<file path="config.mk">
export PLATFORM = sky130hd
export DESIGN_NAME = mvau_weight_loader_flat
export DESIGN_NICKNAME = d
export VERILOG_FILES = /design/src/rtl/mvau_wload_pkg.sv /design/src/rtl/mvau_weight_loader_if.sv /design/src/rtl/mvau_wload_packer.sv /design/src/rtl/mvau_weight_loader.sv /design/src/flat_wrapper.sv
export SDC_FILE = /design/constraint.sdc
export NUM_CORES = 1
export LEC_CHECK = 0
export CORE_ASPECT_RATIO = 1.75
export CORE_MARGIN = 2
export CORE_UTILIZATION = 30
export CTS_CLUSTER_DIAMETER = 120
export DETAILED_ROUTE_END_ITERATION = 10
export GPL_ROUTABILITY_DRIVEN = 0
export GPL_TIMING_DRIVEN = 1
export PLACE_DENSITY = 0.66
export SETUP_SLACK_MARGIN = 0.1
export SYNTH_ARGS = -nofsm -noshare
export SYNTH_HDL_FRONTEND = slang
export SYNTH_SLANG_ARGS = --single-unit
</file>
<file path="constraint.sdc">
create_clock -name aclk -period 1.85 [get_ports aclk]
set_clock_uncertainty 0.15 [all_clocks]
set_input_delay 0.37 -clock aclk [delete_from_list [all_inputs] [get_ports aclk]]
set_output_delay 0.37 -clock aclk [all_outputs]
set_load 0.02 [all_outputs]
</file>
<file path="src/rtl/mvau_wload_pkg.sv">
// Shared types and helpers for the MVAU runtime weight loader.
package mvau_wload_pkg;

    typedef enum logic [1:0] {IDLE, LOAD, FLUSH, DONE} wload_state_t;

    function automatic int unsigned beats_per_word(input int unsigned simd,
                                                   input int unsigned tw,
                                                   input int unsigned in_bw);
        return (simd * tw + in_bw - 1) / in_bw;
    endfunction

endpackage

</file>
<file path="src/rtl/mvau_weight_loader_if.sv">
// Weight-stream input and weight-memory write bus of the MVAU weight loader.
interface mvau_weight_loader_if #(
    parameter int unsigned SIMD         = 2,
    parameter int unsigned TW           = 1,
    parameter int unsigned WMEM_ADDR_BW = 4,
    parameter int unsigned IN_BW        = 8
);
    logic [IN_BW-1:0]        s_axis_tdata;
    logic                    s_axis_tvalid;
    logic                    s_axis_tready;
    logic                    wmem_wr_en;
    logic [WMEM_ADDR_BW-1:0] wmem_wr_addr;
    logic [SIMD*TW-1:0]      wmem_wr_data;
    logic                    wmem_rd_lock;

    // Loader side: sinks the stream, drives the memory write port.
    modport slave (
        input  s_axis_tdata, s_axis_tvalid,
        output s_axis_tready, wmem_wr_en, wmem_wr_addr, wmem_wr_data, wmem_rd_lock
    );

    // Environment side: stream source and memory/reader.
    modport master (
        output s_axis_tdata, s_axis_tvalid,
        input  s_axis_tready, wmem_wr_en, wmem_wr_addr, wmem_wr_data, wmem_rd_lock
    );
endinterface

</file>
<file path="src/rtl/mvau_wload_packer.sv">
// Beat counter and assemble register: packs IN_BW-bit beats (lowest chunk first) into one word.
module mvau_wload_packer
    import mvau_wload_pkg::*;
#(
    parameter int unsigned SIMD  = 2,
    parameter int unsigned TW    = 1,
    parameter int unsigned IN_BW = 8
) (
    input  logic                 clk,
    input  logic                 rst,
    input  logic                 start,
    input  logic                 beat_valid,
    input  logic [IN_BW-1:0]     beat,
    output logic                 word_valid,
    output logic [SIMD*TW-1:0]   word
);
    localparam int unsigned WORD_BW = SIMD * TW;
    localparam int unsigned BEATS   = beats_per_word(SIMD, TW, IN_BW);
    localparam int unsigned PACK_BW = BEATS * IN_BW;
    localparam int unsigned CNT_BW  = (BEATS > 1) ? $clog2(BEATS) : 1;

    logic [CNT_BW-1:0]  cnt_q, cnt_d;
    logic [PACK_BW-1:0] acc_q, acc_d;
    logic               last_beat;

    always_comb begin
        acc_d     = acc_q;
        cnt_d     = cnt_q;
        last_beat = (cnt_q == CNT_BW'(BEATS - 1));
        if (start) begin
            acc_d = '0;
            cnt_d = '0;
        end else if (beat_valid) begin
            acc_d[int'(cnt_q) * IN_BW +: IN_BW] = beat;
            cnt_d = last_beat ? '0 : cnt_q + CNT_BW'(1);
        end
    end

    // Word is taken from the next-state image so the final beat is included this cycle;
    // any last-beat bits above WORD_BW are dropped here.
    assign word_valid = beat_valid & last_beat & ~start;
    assign word       = acc_d[WORD_BW-1:0];

    always_ff @(posedge clk) begin
        if (rst) begin
            acc_q <= '0;
            cnt_q <= '0;
        end else begin
            acc_q <= acc_d;
            cnt_q <= cnt_d;
        end
    end
endmodule

</file>
<file path="src/rtl/mvau_weight_loader.sv">
// Runtime weight loader for the MVAU weight memory: FSM, address counter, write port, read lock.
// Optional XOR checksum of written words enabled by defining WLOAD_CHECKSUM_EN.
module mvau_weight_loader
    import mvau_wload_pkg::*;
#(
    parameter int unsigned SIMD         = 2,
    parameter int unsigned TW           = 1,
    parameter int unsigned WMEM_DEPTH   = 4,
    parameter int unsigned WMEM_ADDR_BW = 4,
    parameter int unsigned IN_BW        = 8
) (
    input  logic                  aclk,
    input  logic                  areset,
    input  logic                  load_start,
    mvau_weight_loader_if.slave   wbus,
    output logic                  load_busy,
    output logic                  load_done,
    output logic [SIMD*TW-1:0]    wload_csum
);
    localparam int unsigned WORD_BW = SIMD * TW;

    wload_state_t            state_q, state_d;
    logic [WMEM_ADDR_BW-1:0] addr_q, addr_d;
    logic                    wr_en_q, wr_en_d;
    logic [WMEM_ADDR_BW-1:0] wr_addr_q, wr_addr_d;
    logic [WORD_BW-1:0]      wr_data_q, wr_data_d;
    logic                    tready_q, tready_d;
    logic                    lock_q, lock_d;
    logic                    busy_q, busy_d;
    logic                    done_q, done_d;

    logic                    start_go;
    logic                    word_valid;
    logic [WORD_BW-1:0]      word;

    assign start_go = (state_q == IDLE) && load_start;

    mvau_wload_packer #(
        .SIMD  (SIMD),
        .TW    (TW),
        .IN_BW (IN_BW)
    ) u_packer (
        .clk        (aclk),
        .rst        (areset),
        .start      (start_go),
        .beat_valid (wbus.s_axis_tvalid & tready_q),
        .beat       (wbus.s_axis_tdata),
        .word_valid (word_valid),
        .word       (word)
    );

    always_comb begin
        state_d   = state_q;
        addr_d    = addr_q;
        wr_en_d   = 1'b0;
        wr_addr_d = wr_addr_q;
        wr_data_d = wr_data_q;
        unique case (state_q)
            IDLE: begin
                if (load_start) begin
                    state_d = LOAD;
                    addr_d  = '0;
                end
            end
            LOAD: begin
                if (word_valid) begin
                    wr_en_d   = 1'b1;
                    wr_addr_d = addr_q;
                    wr_data_d = word;
                    addr_d    = addr_q + WMEM_ADDR_BW'(1);
                    if (addr_q == WMEM_ADDR_BW'(WMEM_DEPTH - 1)) state_d = FLUSH;
                end
            end
            FLUSH:   state_d = DONE;
            default: state_d = IDLE;
        endcase
        // Status outputs are registered from the next state so they line up with it.
        tready_d = (state_d == LOAD);
        lock_d   = (state_d == LOAD) || (state_d == FLUSH);
        busy_d   = (state_d != IDLE);
        done_d   = (state_d == DONE);
    end

    always_ff @(posedge aclk) begin
        if (areset) begin
            state_q   <= IDLE;
            addr_q    <= '0;
            wr_en_q   <= 1'b0;
            wr_addr_q <= '0;
            wr_data_q <= '0;
            tready_q  <= 1'b0;
            lock_q    <= 1'b0;
            busy_q    <= 1'b0;
            done_q    <= 1'b0;
        end else begin
            state_q   <= state_d;
            addr_q    <= addr_d;
            wr_en_q   <= wr_en_d;
            wr_addr_q <= wr_addr_d;
            wr_data_q <= wr_data_d;
            tready_q  <= tready_d;
            lock_q    <= lock_d;
            busy_q    <= busy_d;
            done_q    <= done_d;
        end
    end

    assign wbus.s_axis_tready = tready_q;
    assign wbus.wmem_wr_en    = wr_en_q;
    assign wbus.wmem_wr_addr  = wr_addr_q;
    assign wbus.wmem_wr_data  = wr_data_q;
    assign wbus.wmem_rd_lock  = lock_q;
    assign load_busy          = busy_q;
    assign load_done          = done_q;

`ifdef WLOAD_CHECKSUM_EN
    logic [WORD_BW-1:0] csum_q, csum_d;

    always_comb begin
        csum_d = csum_q;
        if (start_go) begin
            csum_d = '0;
        end else if (word_valid) begin
            csum_d = csum_q ^ word;
        end
    end

    always_ff @(posedge aclk) begin
        if (areset) begin
            csum_q <= '0;
        end else begin
            csum_q <= csum_d;
        end
    end

    assign wload_csum = csum_q;
`else
    assign wload_csum = '0;
`endif
endmodule
</file>
<file path="src/flat_wrapper.sv">
// flat-port wrapper written by rule: the top's interface ports become plain ports
module mvau_weight_loader_flat import mvau_wload_pkg::*;
#(
    parameter int unsigned SIMD         = 2,
    parameter int unsigned TW           = 1,
    parameter int unsigned WMEM_DEPTH   = 4,
    parameter int unsigned WMEM_ADDR_BW = 4,
    parameter int unsigned IN_BW        = 8
)
  (aclk, areset, load_start, load_busy, load_done, wload_csum, wbus_s_axis_tdata, wbus_s_axis_tvalid, wbus_s_axis_tready, wbus_wmem_wr_en, wbus_wmem_wr_addr, wbus_wmem_wr_data, wbus_wmem_rd_lock);
  mvau_weight_loader_if #(.SIMD(SIMD), .TW(TW), .WMEM_ADDR_BW(WMEM_ADDR_BW), .IN_BW(IN_BW)) wbus_i ();
  input  logic aclk;
  input  logic areset;
  input  logic load_start;
  output logic load_busy;
  output logic load_done;
  output logic [SIMD*TW-1:0] wload_csum;
  input wire logic [$bits(wbus_i.s_axis_tdata)-1:0] wbus_s_axis_tdata;
  input wire logic [$bits(wbus_i.s_axis_tvalid)-1:0] wbus_s_axis_tvalid;
  output wire logic [$bits(wbus_i.s_axis_tready)-1:0] wbus_s_axis_tready;
  output wire logic [$bits(wbus_i.wmem_wr_en)-1:0] wbus_wmem_wr_en;
  output wire logic [$bits(wbus_i.wmem_wr_addr)-1:0] wbus_wmem_wr_addr;
  output wire logic [$bits(wbus_i.wmem_wr_data)-1:0] wbus_wmem_wr_data;
  output wire logic [$bits(wbus_i.wmem_rd_lock)-1:0] wbus_wmem_rd_lock;
  assign wbus_i.s_axis_tdata = wbus_s_axis_tdata;
  assign wbus_i.s_axis_tvalid = wbus_s_axis_tvalid;
  assign wbus_s_axis_tready = wbus_i.s_axis_tready;
  assign wbus_wmem_wr_en = wbus_i.wmem_wr_en;
  assign wbus_wmem_wr_addr = wbus_i.wmem_wr_addr;
  assign wbus_wmem_wr_data = wbus_i.wmem_wr_data;
  assign wbus_wmem_rd_lock = wbus_i.wmem_rd_lock;
  mvau_weight_loader #(.SIMD(SIMD), .TW(TW), .WMEM_DEPTH(WMEM_DEPTH), .WMEM_ADDR_BW(WMEM_ADDR_BW), .IN_BW(IN_BW)) u_core (.aclk(aclk), .areset(areset), .load_start(load_start), .wbus(wbus_i), .load_busy(load_busy), .load_done(load_done), .wload_csum(wload_csum));
endmodule
</file>
Word-level counts from Yosys, hierarchy flattened
Index checks and enable logic that the tools add are counted.
{"block": "classes", "reduce_logical": 9, "n_bitwise": 6, "eq_ne": 8, "n_addsub": 3, "shifts": 2, "n_mux": 12}
{"cell": "$neg A4 Y34", "count": 1}
{"cell": "$shift A8 B34 Y8 const A", "count": 1}
{"cell": "$shiftx A8 B34 Y8", "count": 1}
{"cell": "$mux W2", "count": 5}
{"cell": "$bwmux W8", "count": 1}
{"cell": "$mux W4", "count": 2}
{"cell": "$pmux W4 S2", "count": 1}
{"cell": "$eq A2 B2 Y1 const B", "count": 3}
{"cell": "$pmux W2 S3", "count": 1}
{"cell": "$add A4 B1 Y4 const B", "count": 1}
{"cell": "$eq A2 B1 Y1 const B", "count": 2}
{"cell": "$eq A4 B2 Y1 const B", "count": 1}
{"cell": "$ne A2 B2 Y1 const B", "count": 2}
{"cell": "$reduce_bool A2 Y1", "count": 2}
{"cell": "$reduce_or A2 Y1", "count": 2}
{"cell": "$and A1 B1 Y1", "count": 3}
{"cell": "$not A1 Y1", "count": 3}
{"cell": "$reduce_and A3 Y1", "count": 1}
{"cell": "$logic_not A2 Y1", "count": 1}
{"cell": "$mux W1", "count": 2}
{"cell": "$reduce_and A2 Y1", "count": 1}
{"cell": "$add A1 B1 Y1 const B", "count": 1}
{"cell": "$logic_and A1 B1 Y1", "count": 1}
{"cell": "$logic_or A1 B1 Y1", "count": 1}
{"block": "word_totals", "regBits": 26}

Logic depth before layout (Yosys ltp)
{"block": "logic_depth", "depth_word": 8, "mapped_depth": 5, "mapped_depth_nobuf": 5}

Cells and area by module
A second synthesis with hierarchy kept.
{"block": "hier_totals", "hier_cells": 86, "area_unflattened_um2": 812.0}
{"module": "mvau_weight_loader", "instances": 1, "area_per_inst_um2": 728.2, "cells_each": 77}
{"module": "mvau_wload_packer", "instances": 1, "area_per_inst_um2": 83.8, "cells_each": 9}

Worst setup path after synthesis
Ideal clock, no wire load.
{"block": "synth_path", "kind": "flip-flop to flip-flop", "from": "register u_core.tready_q, in the netlist u_core.wbus.s_axis_tready", "to": "register u_core.lock_q, in the netlist u_core.wbus.wmem_rd_lock", "n_path_buf": 0, "period_less_slack_ns": 1.631, "setup_slack_ns": 0.219, "t_required_ns": 1.572, "setup_ns": 0.128, "arrival_time_ns": 1.353, "path_stages_with_launch": 6, "cell_sequence": "dfxtp_1 -> and2_1 -> a31o_2 -> a21o_1 -> ha_1 -> nor2b_1"}
{"block": "synth_between", "elab_chain_cells": 7, "elab_cells_between_ends": 8}
{"element": "start, declared", "line": "mvau_weight_loader.sv:27", "source": "logic tready_q, tready_d;"}
{"element": "start signal, assigned", "line": "mvau_weight_loader.sv:101", "source": "tready_q <= tready_d;"}
{"element": "$and A1 B1 Y1 (*)", "line": "mvau_weight_loader.sv:46", "source": ".beat_valid (wbus.s_axis_tvalid & tready_q),"}
{"element": "$and A1 B1 Y1 (*) (2 in a row)", "line": "mvau_wload_packer.sv:41", "source": "assign word_valid = beat_valid & last_beat & ~start;"}
{"element": "$mux W2 (*)", "line": "mvau_weight_loader.sv:66", "source": "if (word_valid) begin"}
{"element": "$pmux W2 S3 (*)", "line": "mvau_weight_loader.sv:58", "source": "unique case (state_q)"}
{"element": "$eq A2 B1 Y1 / $eq A2 B2 Y1 (equally long branches)", "line": "mvau_weight_loader.sv:79", "source": "lock_d = (state_d == LOAD) || (state_d == FLUSH);"}
{"element": "$logic_or A1 B1 Y1 (*)", "line": "mvau_weight_loader.sv:79"}
{"element": "via u_core.lock_d", "line": "mvau_weight_loader.sv:28", "source": "logic lock_q, lock_d;"}
{"element": "end signal, assigned", "line": "mvau_weight_loader.sv:102", "source": "lock_q <= lock_d;"}
{"element": "end, declared", "line": "mvau_weight_loader.sv:28"}
The timed path passes the listed nets; every way through them passes the cells marked *.
A chain may end at the register's enable or synchronous reset.

Worst setup path after layout
{"block": "layout_path", "from": "register u_core.wr_data_q[0], in the netlist u_core.wbus.wmem_wr_data[0]", "to": "output port wbus_wmem_wr_data[0]"}
{"element": "start, declared", "line": "mvau_weight_loader.sv:26", "source": "logic [WORD_BW-1:0] wr_data_q, wr_data_d;"}
{"element": "start signal, assigned", "line": "mvau_weight_loader.sv:100", "source": "wr_data_q <= wr_data_d;"}
{"element": "end, declared", "line": "flat_wrapper.sv:23", "source": "output wire logic [$bits(wbus_i.wmem_wr_data)-1:0] wbus_wmem_wr_data;"}
No word-level cell between the ends.

==> impl_metrics.toml <==
[worst_setup_path]
cp-end-kind = "output port"
path_class = "flop to output port"
regToRegSetupSlack_ns = 0.17
worstPathRequired_ns = 1.33
reg2reg_to = "u_core.wbus.wmem_rd_lock$_SDFF_PP0_"
worstPathArrival_ns = 1.18
path_max_fanout = 2
r2r_cells = 5
max_stage_delay_ns = 0.60
path_delay_family = "buffers and inverters"
cpMaxStageDelayCell = "clkdlybuf4s50_1"
worst-path-buf-inv = 1
startpoint_type = "flop"
reg2reg_from = "u_core.addr_q[0]$_SDFFE_PP0P_"
cp_cell_sequence = "clkdlybuf4s50_1"
cp-startpoint = "u_core.wbus.wmem_wr_data[0]$_SDFFE_PP0P_"

[sta]
rsz0062_at_grt = "false"
setup_ws_ns = 0.149
setup_tns_ns = 0
setup_viol = 0
period_share_pct = 91.9
max_freq_mhz = 588
drv_slew = 0
hold_slack_ns = 0.302
finalCriticalPeriod_ns = 1.70
hold_viol = 0

[logic_synthesis]
ys_seq_area_share_pct = 46.5
synth.largest_area_cell = "dfxtp_1"
synth_flop_cell = "dfxtp_1"
yosys_warnings = 0
netlist_area_sq_um = 732
synth_top_area_share_pct = 46.5
ys_ff_latch = 17
ys_types = 30
synth_area_leaders = "dfxtp_1 (46%), nand2_1 (6.2%), a21oi_1 (5.5%)"
synth_edf_count = 0
synth.avg_cell_area_sq_um = 9.04
syn_inst = 81
synth-async-reset-ratio_pct = 0

[power]
p_int_mw = 0.568
sw_frac_of_total_pct = 22.9
power_frac_clock_pct = 37.2
p_leak_nw = 0.394
p_per_area_nw_per_um2 = 732
pwr-share-seq_pct = 52.1
p_total_mw = 0.736
p_comb_share_pct = 10.7
vdd_ir_drop_max_mv = 0.402
power_switching_mw = 0.168

[floorplan]
initial_core_util_pct = 31.8
die_h_um = 69.3
die-area_sq_um = 2870
boundaryPins = 25
dieWidth_um = 41.3
fp.coreArea_sq_um = 2300
rows = 23

[clock_tree]
clock_path_buffers = 2
cts.sinks = 17
cts_inserted_buffers = 3
root_buffer = "clkbuf_8"
holdBufCountCts = 0
clock_latency_ns = 0.25
htreeDepth = 1
cts_tree = "done"
cts_setup_buffers = 0
clk_pin_slew_worst_paths_ns = 0.06

[drt]
dr.pass1.iters = 4
ant_nets = 0
drc_errors = 0
num_vias = 628
routed_wl_mm = 1.42
drt-initial-drc-count = 8
vias_per_cell = 4.83
wl_per_cell_um = 10.9

[layout]
fin_cells = 130
layout_common_cells = "dfxtp_1 (17), clkdlybuf4s50_1 (14), nand2_1 (12)"
syn_to_final_growth_pct = 37.3
antennaDiodeCount = 0
fillers = 257
drive_gt1_share_pct = 14.3
final_common_cell = "dfxtp_1"
nNetsFinal = 121

[place]
port_buffers = 16
hpwl_mm = 1.06
dp_slack_ns = -0.215
dp_cells = 126

[grt]
overflow = 0
grt_start_max_net_pins = 14
antenna_found_initial = 0
grt_pass1_vias = 596
grt_first_pass_wirelength_mm = 2.38
grt_util_all_layers_pct = 11.9

[min_path]
hp-class = "flop to flop"
min-delay-start = "u_core.wbus.wmem_wr_addr[3]$_SDFFE_PP0P_"
min_to = "u_core.wbus.wmem_wr_addr[3]$_SDFFE_PP0P_"
holdPathStages = 2

[job]
maxCapViolCount = 0

[outcome]
outcome = "finished clean"
## flip-flops by register name, indices dropped and copies added, names as in the netlist
signal / flops
u_core.wbus.wmem_wr_data: 2
u_core.addr_q: 4
u_core.wbus.wmem_wr_addr: 4
u_core.wbus.wmem_rd_lock: 1
u_core.load_done: 1
u_core.state_q: 2
u_core.wbus.wmem_wr_en: 1
u_core.wbus.s_axis_tready: 1
u_core.load_busy: 1
## power by group through the flow
stage / registers (mW) / clock network (mW) / logic, mW
floorplan: 0.395 / 0 / 0.0404
global placement: 0.391 / 0 / 0.0791
detailed placement: 0.391 / 0 / 0.0796
CTS: 0.383 / 0.279 / 0.0800
global route: 0.384 / 0.295 / 0.0870
finish: 0.383 / 0.274 / 0.0789
## kinds of logic after synthesis
logic type	count (synthesis)	synth area share, %
AO/OA/AOI/OAI	15	14.2
adder cells (fa/ha/maj)	3	5.13
buffers and inverters	7	5.81
flip-flops	17	46.5
multiplexers	1	1.37
other	1	0.512
AND/OR/NAND/NOR	37	26.5
## metal layers
layer | share of wire (%) | vias up | track usage [%]
li1 | - | 323 | -
met1 | 37 | 286 | 10.9
met2 | 55 | 14 | 20.3
met3 | 3.9 | 5 | 2.24
met5 | 0 | - | 0
met4 | 3.7 | 0 | 8.60
## synth_stat cells, types with 2 or more instances
| cell | number |
|---|---|
| nand3_1 | 2 |
| a21oi_1 | 8 |
| nand4b_1 | 2 |
| nor2_1 | 6 |
| nor3_1 | 4 |
| a211oi_1 | 2 |
| nor2b_1 | 4 |
| nand2_1 | 12 |
| buf_4 | 2 |
| dfxtp_1 | 17 |
| ha_1 | 3 |
## cell type report
cell class                 instances  area, sq um  share of cell area [%]
tap                               25         31.3                    3.11
timing repair buffer              25          229                    22.8
inverter                           1         3.75                   0.374
sequential                        17          340                    33.9
clock buffer                       4         45.0                    4.48
multi-input combinational         58          355                    35.4
## timing repair
item	in CTS	in global routing
gates cloned	0	0
setup endpoints to repair	2	2
gates resized for setup	2	1
## worst max-delay path by stage
stage	to	depth (start not counted)
3_3_place_gp	u_core.wbus.wmem_rd_lock$_SDFF_PP0_	6
4_1_cts	u_core.wbus.wmem_rd_lock$_SDFF_PP0_	6
5_1_grt	wbus_wmem_wr_addr[3]	1
2_1_floorplan	u_core.wbus.wmem_rd_lock$_SDFF_PP0_	5
3_5_place_dp	u_core.wbus.wmem_rd_lock$_SDFF_PP0_	6
6_report	wbus_wmem_wr_data[0]	1
## tightest hold or removal path: stages (launching register included)
cell,delay [ns]
dfxtp_1,0.31
nand2_1,0.05
a21oi_1,0.05
## through the flow
step	utilization [%]	cell area, sq um
6_report	43.6	1000
5_1_grt	43.6	1000
4_1_cts	43.5	1000
3_5_place_dp	41.5	956
3_3_place_gp	41.5	956
2_1_floorplan	-	736
Power figures use the tool's default switching activity.
